<file path="src/rtl/axi_r_channel_slave_sram_if.sv">
// AXI3 read-address and read-data channel bundle between the core's read master and an SRAM-backed slave.
// Master drives AR* and RREADY; slave drives ARREADY and R*.
interface axi_r_channel_slave_sram_if #(
  parameter int DATA_WIDTH = 32,
  parameter int ADDR_WIDTH = 32,
  parameter int ID_WIDTH   = 6
);
  logic [ADDR_WIDTH-1:0] ARADDR;
  logic [3:0]            ARLEN;
  logic [2:0]            ARSIZE;
  logic [1:0]            ARBURST;
  logic [ID_WIDTH-1:0]   ARID;
  logic                  ARVALID;
  logic                  ARREADY;

  logic [DATA_WIDTH-1:0] RDATA;
  logic [1:0]            RRESP;
  logic                  RLAST;
  logic [ID_WIDTH-1:0]   RID;
  logic                  RVALID;
  logic                  RREADY;

  modport master (
    output ARADDR, ARLEN, ARSIZE, ARBURST, ARID, ARVALID, RREADY,
    input  ARREADY, RDATA, RRESP, RLAST, RID, RVALID
  );

  modport slave (
    input  ARADDR, ARLEN, ARSIZE, ARBURST, ARID, ARVALID, RREADY,
    output ARREADY, RDATA, RRESP, RLAST, RID, RVALID
  );
endinterface

</file>
<file path="src/rtl/axi_r_channel_slave_sram.sv">
// AXI3 read slave over a 1-cycle-latency SRAM: one outstanding burst, RVALID 3 cycles after AR,
// 3-cycle beat spacing; R outputs are held until RREADY and never depend on it combinationally.
module axi_r_channel_slave_sram #(
  parameter int DATA_WIDTH     = 32,
  parameter int ADDR_WIDTH     = 32,
  parameter int ID_WIDTH       = 6,
  parameter int MEM_ADDR_WIDTH = 12
) (
  input  logic                      ACLK,
  input  logic                      ARESETn,
  axi_r_channel_slave_sram_if.slave bus,
  output logic                      o_mem_en,
  output logic [MEM_ADDR_WIDTH-1:0] o_mem_addr,
  input  logic [DATA_WIDTH-1:0]     i_mem_rdata
);

  typedef enum logic [1:0] {
    S_IDLE = 2'd0,
    S_READ = 2'd1,
    S_WAIT = 2'd2,
    S_RESP = 2'd3
  } state_t;

  localparam logic [1:0] RESP_OKAY   = 2'b00;
  localparam logic [1:0] RESP_SLVERR = 2'b10;
  localparam logic [1:0] RESP_DECERR = 2'b11;

  state_t                    r_state;
  logic                      r_arready;
  logic                      r_rvalid;
  logic                      r_rlast;
  logic [DATA_WIDTH-1:0]     r_rdata;
  logic [1:0]                r_rresp;
  logic [ID_WIDTH-1:0]       r_rid;
  logic                      r_mem_en;
  logic [MEM_ADDR_WIDTH-1:0] r_mem_addr;

  // Latched transaction context
  logic [MEM_ADDR_WIDTH-1:0] r_addr;
  logic [3:0]                r_len;
  logic [3:0]                r_beat;
  logic                      r_fixed;
  logic                      r_wrap;
  logic [ID_WIDTH-1:0]       r_id;
  logic [1:0]                r_resp_cls;

  logic [MEM_ADDR_WIDTH-1:0] w_ar_word;
  logic                      w_ar_decerr;
  logic                      w_ar_wrap_len_ok;
  logic                      w_ar_slverr;
  logic                      w_ar_wrap;
  logic [1:0]                w_ar_resp;
  logic                      w_cur_decerr;
  logic [MEM_ADDR_WIDTH-1:0] w_addr_inc;
  logic [MEM_ADDR_WIDTH-1:0] w_wrap_mask;
  logic [MEM_ADDR_WIDTH-1:0] w_next_addr;
  logic                      w_unused_addr_lsb;

  assign w_ar_word         = bus.ARADDR[MEM_ADDR_WIDTH+1:2];
  assign w_ar_decerr       = |bus.ARADDR[ADDR_WIDTH-1:MEM_ADDR_WIDTH+2];
  assign w_ar_wrap_len_ok  = (bus.ARLEN == 4'd1) || (bus.ARLEN == 4'd3) ||
                             (bus.ARLEN == 4'd7) || (bus.ARLEN == 4'd15);
  assign w_ar_wrap         = (bus.ARBURST == 2'b10) && w_ar_wrap_len_ok;
  assign w_ar_slverr       = (bus.ARSIZE != 3'b010) || (bus.ARBURST == 2'b11) ||
                             ((bus.ARBURST == 2'b10) && !w_ar_wrap_len_ok);
  assign w_unused_addr_lsb = ^bus.ARADDR[1:0];

  always_comb begin
    w_ar_resp = RESP_OKAY;
    if (w_ar_decerr) begin
      w_ar_resp = RESP_DECERR;
    end else if (w_ar_slverr) begin
      w_ar_resp = RESP_SLVERR;
    end
  end

  assign w_cur_decerr = (r_resp_cls == RESP_DECERR);

  // A legal WRAP length is 2^k-1, so ARLEN itself is the mask of the wrapping low bits.
  assign w_addr_inc  = r_addr + {{(MEM_ADDR_WIDTH-1){1'b0}}, 1'b1};
  assign w_wrap_mask = {{(MEM_ADDR_WIDTH-4){1'b0}}, r_len};

  always_comb begin
    w_next_addr = w_addr_inc;
    if (r_fixed) begin
      w_next_addr = r_addr;
    end else if (r_wrap) begin
      w_next_addr = (r_addr & ~w_wrap_mask) | (w_addr_inc & w_wrap_mask);
    end
  end

  always_ff @(posedge ACLK) begin
    if (!ARESETn) begin
      r_state    <= S_IDLE;
      r_arready  <= 1'b0;
      r_rvalid   <= 1'b0;
      r_rlast    <= 1'b0;
      r_rdata    <= '0;
      r_rresp    <= RESP_OKAY;
      r_rid      <= '0;
      r_mem_en   <= 1'b0;
      r_mem_addr <= '0;
      r_addr     <= '0;
      r_len      <= '0;
      r_beat     <= '0;
      r_fixed    <= 1'b0;
      r_wrap     <= 1'b0;
      r_id       <= '0;
      r_resp_cls <= RESP_OKAY;
    end else begin
      case (r_state)
        S_IDLE: begin
          // First cycle out of reset only raises ARREADY; AR is taken from then on.
          if (!r_arready) begin
            r_arready <= 1'b1;
          end else if (bus.ARVALID) begin
            r_arready  <= 1'b0;
            r_addr     <= w_ar_word;
            r_len      <= bus.ARLEN;
            r_beat     <= '0;
            r_fixed    <= (bus.ARBURST == 2'b00);
            r_wrap     <= w_ar_wrap;
            r_id       <= bus.ARID;
            r_resp_cls <= w_ar_resp;
            r_mem_en   <= !w_ar_decerr;
            if (!w_ar_decerr) begin
              r_mem_addr <= w_ar_word;
            end
            r_state    <= S_READ;
          end
        end
        S_READ: begin
          r_mem_en <= 1'b0;
          r_state  <= S_WAIT;
        end
        S_WAIT: begin
          r_rdata  <= w_cur_decerr ? '0 : i_mem_rdata;
          r_rvalid <= 1'b1;
          r_rlast  <= (r_beat == r_len);
          r_rid    <= r_id;
          r_rresp  <= r_resp_cls;
          r_state  <= S_RESP;
        end
        S_RESP: begin
          if (r_rvalid && bus.RREADY) begin
            r_rvalid <= 1'b0;
            if (r_rlast) begin
              r_rlast   <= 1'b0;
              r_arready <= 1'b1;
              r_state   <= S_IDLE;
            end else begin
              r_beat   <= r_beat + 4'd1;
              r_addr   <= w_next_addr;
              r_mem_en <= !w_cur_decerr;
              if (!w_cur_decerr) begin
                r_mem_addr <= w_next_addr;
              end
              r_state  <= S_READ;
            end
          end
        end
        default: begin
          r_state <= S_IDLE;
        end
      endcase
    end
  end

  assign bus.ARREADY = r_arready;
  assign bus.RVALID  = r_rvalid;
  assign bus.RLAST   = r_rlast;
  assign bus.RDATA   = r_rdata;
  assign bus.RRESP   = r_rresp;
  assign bus.RID     = r_rid;
  assign o_mem_en    = r_mem_en;
  assign o_mem_addr  = r_mem_addr;

endmodule

</file>
<file path="src/flat_wrapper.sv">
// flat-port wrapper written by rule: the top's interface ports become plain ports
module axi_r_channel_slave_sram_flat 
#(
  parameter int DATA_WIDTH     = 32,
  parameter int ADDR_WIDTH     = 32,
  parameter int ID_WIDTH       = 6,
  parameter int MEM_ADDR_WIDTH = 12
)
  (ACLK, ARESETn, o_mem_en, o_mem_addr, i_mem_rdata, bus_ARADDR, bus_ARLEN, bus_ARSIZE, bus_ARBURST, bus_ARID, bus_ARVALID, bus_RREADY, bus_ARREADY, bus_RDATA, bus_RRESP, bus_RLAST, bus_RID, bus_RVALID);
  axi_r_channel_slave_sram_if #(.DATA_WIDTH(DATA_WIDTH), .ADDR_WIDTH(ADDR_WIDTH), .ID_WIDTH(ID_WIDTH)) bus_i ();
  input  logic ACLK;
  input  logic ARESETn;
  output logic o_mem_en;
  output logic [MEM_ADDR_WIDTH-1:0] o_mem_addr;
  input  logic [DATA_WIDTH-1:0] i_mem_rdata;
  input wire logic [$bits(bus_i.ARADDR)-1:0] bus_ARADDR;
  input wire logic [$bits(bus_i.ARLEN)-1:0] bus_ARLEN;
  input wire logic [$bits(bus_i.ARSIZE)-1:0] bus_ARSIZE;
  input wire logic [$bits(bus_i.ARBURST)-1:0] bus_ARBURST;
  input wire logic [$bits(bus_i.ARID)-1:0] bus_ARID;
  input wire logic [$bits(bus_i.ARVALID)-1:0] bus_ARVALID;
  input wire logic [$bits(bus_i.RREADY)-1:0] bus_RREADY;
  output wire logic [$bits(bus_i.ARREADY)-1:0] bus_ARREADY;
  output wire logic [$bits(bus_i.RDATA)-1:0] bus_RDATA;
  output wire logic [$bits(bus_i.RRESP)-1:0] bus_RRESP;
  output wire logic [$bits(bus_i.RLAST)-1:0] bus_RLAST;
  output wire logic [$bits(bus_i.RID)-1:0] bus_RID;
  output wire logic [$bits(bus_i.RVALID)-1:0] bus_RVALID;
  assign bus_i.ARADDR = bus_ARADDR;
  assign bus_i.ARLEN = bus_ARLEN;
  assign bus_i.ARSIZE = bus_ARSIZE;
  assign bus_i.ARBURST = bus_ARBURST;
  assign bus_i.ARID = bus_ARID;
  assign bus_i.ARVALID = bus_ARVALID;
  assign bus_i.RREADY = bus_RREADY;
  assign bus_ARREADY = bus_i.ARREADY;
  assign bus_RDATA = bus_i.RDATA;
  assign bus_RRESP = bus_i.RRESP;
  assign bus_RLAST = bus_i.RLAST;
  assign bus_RID = bus_i.RID;
  assign bus_RVALID = bus_i.RVALID;
  axi_r_channel_slave_sram #(.DATA_WIDTH(DATA_WIDTH), .ADDR_WIDTH(ADDR_WIDTH), .ID_WIDTH(ID_WIDTH), .MEM_ADDR_WIDTH(MEM_ADDR_WIDTH)) u_core (.ACLK(ACLK), .ARESETn(ARESETn), .bus(bus_i), .o_mem_en(o_mem_en), .o_mem_addr(o_mem_addr), .i_mem_rdata(i_mem_rdata));
endmodule
</file>
<file path="config.mk">
export PLATFORM = sky130hd
export DESIGN_NAME = axi_r_channel_slave_sram_flat
export DESIGN_NICKNAME = d
export VERILOG_FILES = /design/src/rtl/axi_r_channel_slave_sram_if.sv /design/src/rtl/axi_r_channel_slave_sram.sv /design/src/flat_wrapper.sv
export SDC_FILE = /design/constraint.sdc
export NUM_CORES = 1
export LEC_CHECK = 0
export BUFFER_PORTS_ARGS = -buffer_cell sky130_fd_sc_hd__buf_2
export CORE_ASPECT_RATIO = 1.75
export CORE_MARGIN = 2
export CORE_UTILIZATION = 47
export CTS_BUF_LIST = sky130_fd_sc_hd__clkbuf_4 sky130_fd_sc_hd__clkbuf_8
export DETAILED_ROUTE_END_ITERATION = 10
export PLACE_DENSITY = 0.88
export SLEW_MARGIN = 20
export SYNTH_ARGS = -nofsm -noshare
export SYNTH_HDL_FRONTEND = slang
export SYNTH_SLANG_ARGS = --single-unit
</file>
<file path="constraint.sdc">
create_clock -name ACLK -period 1.7 [get_ports ACLK]
set_input_delay 0.34 -clock ACLK [delete_from_list [all_inputs] [get_ports ACLK]]
set_output_delay 0.34 -clock ACLK [all_outputs]
set_load 0.02 [all_outputs]
</file>
Word level (Yosys, flattened, before mapping)

Cells that the tools add are included.

Add/sub/neg operators: 2
Multipliers: 0
Magnitude comparators: 0
Muxes and demuxes: 40
Shift operators: 0
Equal/unequal tests: 19
Reductions and logical operators: 24
Divide/modulo/power cells: 0
Bitwise gates (word level): 4

Operators with widths:

| kind                                                  | count |
|---|---|
| two-way mux 12 bit                                    | 12 |
| one-hot mux 12 bit (2 select lines)                   | 2 |
| two-way mux 32 bit                                    | 1 |
| OR reduction 18 bit                                   | 1 |
| two-way mux 4 bit                                     | 4 |
| adder 12 x 1 -> 12 bit, second input constant         | 1 |
| bitwise AND 12 bit                                    | 1 |
| bitwise AND 12 x 4 -> 12 bit                          | 1 |
| inverter 4 -> 12 bit                                  | 1 |
| OR 12 bit                                             | 1 |
| == test 2 bit, second input constant                  | 5 |
| two-way mux 1 bit                                     | 10 |
| two-way mux 2 bit                                     | 5 |
| AND reduction 5 bit                                   | 2 |
| AND reduction 3 bit                                   | 3 |
| inequality test 2 bit, second input constant          | 4 |
| one-hot mux 2 bit (4 select lines)                    | 1 |
| one-hot mux 4 bit (2 select lines)                    | 1 |
| AND reduction 7 bit                                   | 1 |
| inequality test 2 x 1 -> 1 bit, second input constant | 3 |
| one-hot mux 1 bit (2 select lines)                    | 3 |
| logical OR 1 bit                                      | 5 |
| adder 4 x 1 -> 4 bit, second input constant           | 1 |
| == test 4 x 1 -> 1 bit, second input constant         | 1 |
| other kinds (13)                                      | 19 |

Memory bits (read-only): 0
Output and inout bits: 56
Register bits: 88
Latch bits: 0
Logic and storage cells: 105
Memories kept: 0
Bits in writable memories: 0

Logic depth before layout (Yosys ltp)

Gate-level depths: netlist of the first run.

Depth after elaboration: 9
Gate-level depth with buffers: 8

Least setup slack after synthesis of the first run

OpenSTA, ideal clock, no wires.

Kind: register to register
Start point: register u_core.r_state[0]
End point: register u_core.r_beat[3]
Setup time: 129 ps
Buffers on the path: 2
Slack: -90 ps
Arrival time: 1661 ps
Stages on the path, launching flop included: 9
Cell sequence: dfxtp_1 -> inv_1 -> ha_1 -> clkbuf_1 -> a221oi_1 -> buf_2 -> nand4_1 -> xor2_1 -> nor2_1

Word-level cells in the longest chain between the ends: 3

Ends and longest elaborated chain:

| item                                                                 | line                            | text |
|---|---|---|
| start: declaration                                                   | axi_r_channel_slave_sram.sv:28  | `state_t r_state;` |
| start signal: assignment                                             | axi_r_channel_slave_sram.sv:94  | `r_state <= S_IDLE;` |
| start signal: assignment                                             | axi_r_channel_slave_sram.sv:129 | `r_state <= S_READ;` |
| start signal: assignment                                             | axi_r_channel_slave_sram.sv:134 | `r_state <= S_WAIT;` |
| == test 2 bit / logical NOT 2 bit (equally long branches)            | axi_r_channel_slave_sram.sv:111 | `case (r_state)` |
| inequality test 2 bit (no source line), or another cell as far along | --                              |  |
| AND reduction 5 bit (no source line)                                 | --                              |  |
| end signal: assignment                                               | axi_r_channel_slave_sram.sv:152 | `r_beat <= r_beat + 4'd1;` |
| end: declaration                                                     | axi_r_channel_slave_sram.sv:41  | `logic [3:0] r_beat;` |

Parallel ways exist; a longest one is shown, timed or not.
A chain may end at the register's enable or synchronous reset.

Final worst setup path of the first run

Start point: register u_core.r_addr[3]
End point: register u_core.r_mem_addr[7] (netlist: u_core.o_mem_addr[7])

Word-level cells in the longest chain between the ends: 9

Ends and longest elaborated chain:

| item                                    | line                            | text |
|---|---|---|
| start: declaration                      | axi_r_channel_slave_sram.sv:39  | `logic [MEM_ADDR_WIDTH-1:0] r_addr;` |
| start signal: assignment                | axi_r_channel_slave_sram.sv:118 | `r_addr <= w_ar_word;` |
| start signal: assignment                | axi_r_channel_slave_sram.sv:153 | `r_addr <= w_next_addr;` |
| adder 12 x 1 -> 12 bit (*)              | axi_r_channel_slave_sram.sv:80  | `assign w_addr_inc = r_addr + {{(MEM_ADDR_WIDTH-1){1'b0}}, 1'b1};` |
| bitwise AND 12 x 4 -> 12 bit            | axi_r_channel_slave_sram.sv:88  | `w_next_addr = (r_addr & ~w_wrap_mask) \| (w_addr_inc & w_wrap_mask);` |
| OR 12 bit                               | axi_r_channel_slave_sram.sv:88  |  |
| two-way mux 12 bit (*)                  | axi_r_channel_slave_sram.sv:87  | `end else if (r_wrap) begin` |
| two-way mux 12 bit (*)                  | axi_r_channel_slave_sram.sv:85  | `if (r_fixed) begin` |
| two-way mux 12 bit (*)                  | axi_r_channel_slave_sram.sv:155 | `if (!w_cur_decerr) begin` |
| two-way mux 12 bit (*)                  | axi_r_channel_slave_sram.sv:147 | `if (r_rlast) begin` |
| two-way mux 12 bit (*)                  | axi_r_channel_slave_sram.sv:145 | `if (r_rvalid && bus.RREADY) begin` |
| one-hot mux 12 bit (2 select lines) (*) | axi_r_channel_slave_sram.sv:111 |  |
| end signal: assignment                  | axi_r_channel_slave_sram.sv:127 | `r_mem_addr <= w_ar_word;` |
| end signal: assignment                  | axi_r_channel_slave_sram.sv:156 | `r_mem_addr <= w_next_addr;` |
| end: declaration                        | axi_r_channel_slave_sram.sv:36  | `logic [MEM_ADDR_WIDTH-1:0] r_mem_addr;` |

Mark *: on every way between the ends. The rest lies on a longest branch, timed or not. The select of a mux whose other input is x is not followed.

==> impl_metrics.toml, run 1 <==
[critical_path]
cp-start-kind = "register"
critical_path_arrival_ns = 2.01
crit_required_ns = 2.00
criticalPathCategory = "reg -> reg"
critPathMaxFanout = 4
end_kind = "register"

[cells_and_area]
fillers = 642
ff_latch_area_um2 = 1770
multi_input_area_um2 = 2120
diodes = 0
nNetsFinal = 729
utilization_pct = 64.2
drive_gt1_share_pct = 34.3
syn2layout_area_growth_pct = 34.1

[power]
pwr-share-clk_pct = 17.8
internal_power_mw = 4.88
swShare_pct = 40.4
combPwrFrac_pct = 47.1
p_sw_mw = 3.30
power_frac_seq_pct = 35.1
p_per_area_nw_per_um2 = 1550
ir_drop_mv = 0.734
power.leakage_nw = 2.36

[outcome]
violations = "setup timing"
run_status = "finished with violations"

[routing]
drtIter0Drc = 259
finalWirelength_mm = 11.0
drcViolationCount = 0
via_per_inst = 5.47
drt-pass1-iter-count = 4
drtAntennaViolNets = 0
wire_per_inst_um = 15.0
via_count = 4027

[yosys]
yosys-top-cells-area = "dfxtp_1 (45%), a21oi_1 (8.5%), nor2_1 (7.1%)"
yosysWarnings = 0
synth-main-ff-cell = "dfxtp_1"
synthesis.area_um2 = 3930
yosysTopAreaCell = "dfxtp_1"
synth_edf_count = 0
syn-num-nets = 572
synthArstFlopShare_pct = 0
avgSynthCellArea_um2 = 8.15
synth_top_area_share_pct = 44.9
syn_inst = 482
synth_cell_types = 46
seq_area_frac_synth_pct = 44.9
ys_seq_elements = 88

[die]
die_w_um = 73.1
ios = 139
core_area_um2 = 8200
die-area_um2 = 9130
num_rows = 44
die_h_um = 125
initial_core_util_pct = 47.9

[grt]
grt_pass1_vias = 4016
gr-total-overflow = 0
antenna_found_initial = 0
grt.total_usage_pct = 24.2
grt_start_max_net_pins = 52
grt_pass1_wl_mm = 17.7

[sta]
fin_crit_ns = 1.71
rsz0062_at_grt = "true"
setup_ws_ns = -0.00538
hold_violations = 0
setup_viol = 1
fin_worst_skew_ns = 0.00425
slew_headroom_pct = 69.4
worst-slew-pin-transition_ns = 0.456
max_freq_mhz = 586
slew_viol_final = 0
period_share_pct = 100

[clock_tree]
cts_sinks = 88
clk-insertion-delay-late_ns = 0.36
cts.clk_slew.worst_paths_ns = 0.09
cts_root_buf = "clkbuf_8"
tritoncts = "done"
h-tree-depth = 3
clockBufferDepth = 2
cts_made_buffers = 9

[placement]
place_ws_ns = -0.0563
gp_congestion = 0.920
io_buffers = 136
hpwl_mm = 7.85

[run]
cap_violations = 0

[min_path]
hold_class = "in -> reg"
[cells in the mapped netlist (all sizes together) (4+ instances only)]
master,n
a211oi,4
a21oi,67
a31oi,10
buf,10
clkbuf,21
dfxtp,88
ha,7
inv,8
mux2i,17
nand2,38
nand2b,4
nand3,16
nor2,74
nor2b,37
nor3,4
nor4,6
o21ai,26
o31ai,4
or3,6
xor2,7
[per-stage QoR]
stage                      TNS, ns  hold slack (ns)  instance area, um2  std cells  total power [mW]
final                     -0.00538            0.200                5270        736              8.18
after global placement     -0.0500            0.442                4880        713              6.17
after floorplan                  0            0.436                3940        482              5.09
after CTS                        0            0.191                5140        731              7.96
after global routing        -0.651            0.202                5270        736              8.72
after detailed placement    -0.409            0.454                4880        713              6.33
[registers in the layout (all words and copies together), names as in the netlist, 2 cells and up]
| name | count |
|---|---|
| u_core.bus.RRESP | 2 |
| u_core.bus.RID | 6 |
| u_core.r_resp_cls | 2 |
| u_core.r_beat | 4 |
| u_core.r_addr | 12 |
| u_core.bus.RDATA | 32 |
| u_core.o_mem_addr | 12 |
| u_core.r_id | 6 |
| u_core.r_len | 4 |
| u_core.r_state | 2 |
[layer usage]
metal  global-route usage [%]  share of wire, %  up-vias  routed length (um)
li1                         -                 -     1973                   -
met5                        0                 0        -                   0
met2                     45.3                56      143                6190
met4                     11.4               3.1        0                 342
met1                     24.6                36     1882                3970
met3                     4.27               4.9       29                 537
[power groups by stage]
| stage | Sequential (mW) | Combinational, mW | Clock (mW) |
|---|---|---|---|
| 6_report | 2.87 | 3.86 | 1.46 |
| 5_1_grt | 2.93 | 4.22 | 1.57 |
| 4_1_cts | 2.84 | 3.64 | 1.48 |
| 3_5_place_dp | 2.88 | 3.45 | 0 |
| 3_3_place_gp | 2.85 | 3.32 | 0 |
| 2_1_floorplan | 3.17 | 1.92 | 0 |
[final cells by class]
cell class	instances	share of cell area, %
clock buffer	9	2.35
tap	92	2.19
clock inverter	7	1.35
inverter	8	0.570
sequential	88	33.6
multi-input combinational	355	40.3
timing repair buffer	177	19.7
[cells in the final DEF (no fill, tap or decap), types with 4 or more instances in the layout]
cell and n:
o21ai_0 26, nor3_1 4, a31oi_1 4, nor2_1 74, dfxtp_1 83, nand3_1 16, dfxtp_2 4, buf_4 34
o31ai_1 4, clkbuf_8 9, mux2i_1 17, nand2_1 37, or3_1 5, xor2_1 7, nor2b_1 37, a211oi_1 4
buf_2 136, a31oi_2 5, ha_1 4, inv_1 5, nor4_1 5, a21oi_1 64
[logic make-up after synthesis]
kind of cell / count (synthesis) / share of synthesized area (%)
buffers and inverters: 39 / 4.46
multiplexers: 17 / 4.33
adder cells (fa/ha/maj): 7 / 2.23
AND/OR/NAND/NOR: 200 / 24.9
XOR/XNOR: 9 / 2.01
flip-flops: 88 / 44.9
AO/OA/AOI/OAI: 122 / 17.2
[worst max-delay path: stages (launching register included)]
cell and delay (ns):
dfxtp_1 0.37, buf_4 0.14, nand4b_1 0.22, or4_1 0.48, a31oi_2 0.17, nand3_1 0.12
a21oi_2 0.14
[repair_timing]
action                                  in CTS  in global routing
gates cloned                                 1                  0
hold buffers                                 0                  0
setup buffers                                1                  5
pin swaps                                    4                  7
gates resized for setup                     10                 24
endpoints found under the setup margin      17                 25
[path summary, 6_finish.rpt]
check / startpoint / endpoint / slack (ns) / cells after the start
min reg2reg: u_core.r_id[5] / u_core.r_id[5] / 0.47 / 2
min: i_mem_rdata[20] / u_core.bus.RDATA[20] / 0.20 / 3
max: u_core.r_addr[3] / u_core.o_mem_addr[7] / -0.005 / 6
max reg2reg: u_core.r_addr[3] / u_core.o_mem_addr[7] / -0.005 / 6
(Power assumes the default switching activity.)
==> run 2: changes to the inputs <==
- CORE_UTILIZATION: 47 -> 50
- PLACE_DENSITY: 0.88 -> 0.89
- clock period: 1.7 -> 1.6 ns (I/O delays scaled with it)
==> run 2 against run 1 <==
  * The run still ends with setup timing left
  * Critical path depth is 1 higher
  * Worst hold slack worse by 0.0036 ns
  * Register-to-register slack worse by 0.23 ns
  * First-iteration DRC count is 46% higher
  * Global-route usage is 2.3 points higher
  * Flip-flop and latch count stayed put
  * Clock power is 9.6% higher
  * Sequential power is 11% higher
  * Critical endpoint is now u_core.r_addr[4]
==> impl_metrics.toml, run 2 (synthesis gave the netlist of run 1 again) <==
[die]
ios = 139
die-area_um2 = 8610
die_w_um = 71.0
num_rows = 42
initial_core_util_pct = 51.9
die_h_um = 121
core_area_um2 = 7570

[min_path]
hold_class = "in -> reg"
hold-path-cell-count = 3
holdPathEnd = "u_core.bus.RDATA[18]"
hp-start = "i_mem_rdata[18]"

[sta]
setup_viol = 14
slew_viol_final = 0
fin_crit_ns = 1.83
max_freq_mhz = 546
fin_hold_ws_ns = 0.197
period_share_pct = 114
setup_ws_ns = -0.231
fin_setup_tns_ns = -1.01
hold_violations = 0
fin_worst_skew_ns = 0.0140
rsz0062_at_grt = "true"
slew_headroom_pct = 66.6
worst-slew-pin-transition_ns = 0.496

[cells_and_area]
drive_gt1_share_pct = 41.3
diodes = 0
final_cells = 749
syn2layout_area_growth_pct = 46.4
fillers = 478
final_cell_mix = "buf_2 (136), dfxtp_1 (76), nor2_1 (72)"
final_common_cell = "buf_2"
utilization_pct = 76.0
largest_reg_flops = 32
nNetsFinal = 746
design_area_um2 = 5750

[critical_path]
end_kind = "register"
r2r_cells = 7
critical_path_arrival_ns = 2.06
crit_required_ns = 1.83
criticalPathCategory = "reg -> reg"
cp-start-kind = "register"
worstReg2RegEnd = "u_core.r_addr[4]"
rr_startpoint = "u_core.r_addr[1]"
critPathMaxFanout = 4
r2r_slack_ns = -0.23

[clock_tree]
h-tree-depth = 3
cts.clk_slew.worst_paths_ns = 0.09
cts_root_buf = "clkbuf_8"
clockBufferDepth = 2
clk-insertion-delay-late_ns = 0.36
postCtsHoldBufs = 0
cts_made_buffers = 9
cts_sinks = 88
tritoncts = "done"

[outcome]
run_status = "finished with violations"
violations = "setup timing"

[grt]
grt_start_max_net_pins = 63
grt_pass1_wl_mm = 18.3
antenna_found_initial = 0
grt.total_usage_pct = 26.5
grt_pass1_vias = 4118
gr-total-overflow = 0

[routing]
wire_per_inst_um = 17.7
wl_met1_mm = 4.58
drtIter0Drc = 379
via_per_inst = 5.82
drt-pass1-iter-count = 8
wl_met3_um = 815
drtAntennaViolNets = 0
drcViolationCount = 0
finalWirelength_mm = 13.2
top_layer_used = "met4"
route.met2.wl_mm = 7.21
via_count = 4359

[power]
p_per_area_nw_per_um2 = 1750
power.leakage_nw = 2.57
ir_drop_mv = 1.06

[placement]
io_buffers = 136
gp_congestion = 0.902
hpwl_mm = 7.93
dp_cells = 717
placed_area_um2 = 4980

[run]
cap_violations = 0
## run 2: cell type report
cell class / count / area (um2) / area share (%)
inverters: 8 / 32.5 / 0.566
repair buffers: 194 / 1280 / 22.2
flip-flops and latches: 88 / 1790 / 31.1
well taps: 88 / 110 / 1.91
multi-input cells: 355 / 2330 / 40.6
clock buffers: 13 / 166 / 2.89
clock inverters: 3 / 40.0 / 0.696
## run 2: stage by stage
step                setup WS, ns  total power, mW
global route              -0.271             10.5
floorplan                -0.0321             5.44
CTS                      -0.0557             9.19
finish                    -0.231             10.0
detailed placement        -0.157             6.95
global placement         -0.0668             6.78
## run 2: where the power goes
part / internal (mW) / switching [mW] / total [mW]
registers: 2.73 / 0.450 / 3.18
logic: 2.48 / 2.79 / 5.27
clock network: 0.838 / 0.760 / 1.60
total: 6.05 / 4.00 / 10.0
## run 2: how the worst max path moves through the flow
stage / slack (ns) / from / endpoint / cells past startpoint
2_1_floorplan: -0.03 / u_core.r_state[0] / u_core.r_beat[3] / 8
3_3_place_gp: -0.07 / bus_ARADDR[26] / u_core.o_mem_en / 6
3_5_place_dp: -0.16 / bus_ARADDR[17] / u_core.r_resp_cls[1] / 6
4_1_cts: -0.06 / u_core.r_fixed / u_core.o_mem_addr[10] / 5
5_1_grt: -0.27 / u_core.r_fixed / u_core.o_mem_addr[10] / 5
6_report: -0.23 / u_core.r_addr[1] / u_core.r_addr[4] / 7
## run 2: worst max-delay path, cell delays in order (launching register included)
cell and delay, ns:
dfxtp_4 0.39, ha_4 0.16, buf_6 0.11, inv_2 0.04, o21ai_0 0.42, a31oi_4 0.18, mux2i_1 0.29, nor2_1 0.11
## run 2: metal layers
| metal | up-vias | track usage [%] |
|---|---|---|
| met1 | 2054 | 27.6 |
| met2 | 236 | 49.0 |
| met3 | 59 | 4.82 |
| met4 | 0 | 14.4 |
| met5 | - | 0 |
| li1 | 2010 | - |
## run 2: repair_timing
action,CTS,global route
pin swaps,9,21
setup buffers,6,8
setup endpoints to repair,22,30
gates resized for setup,22,70
cloned,2,1
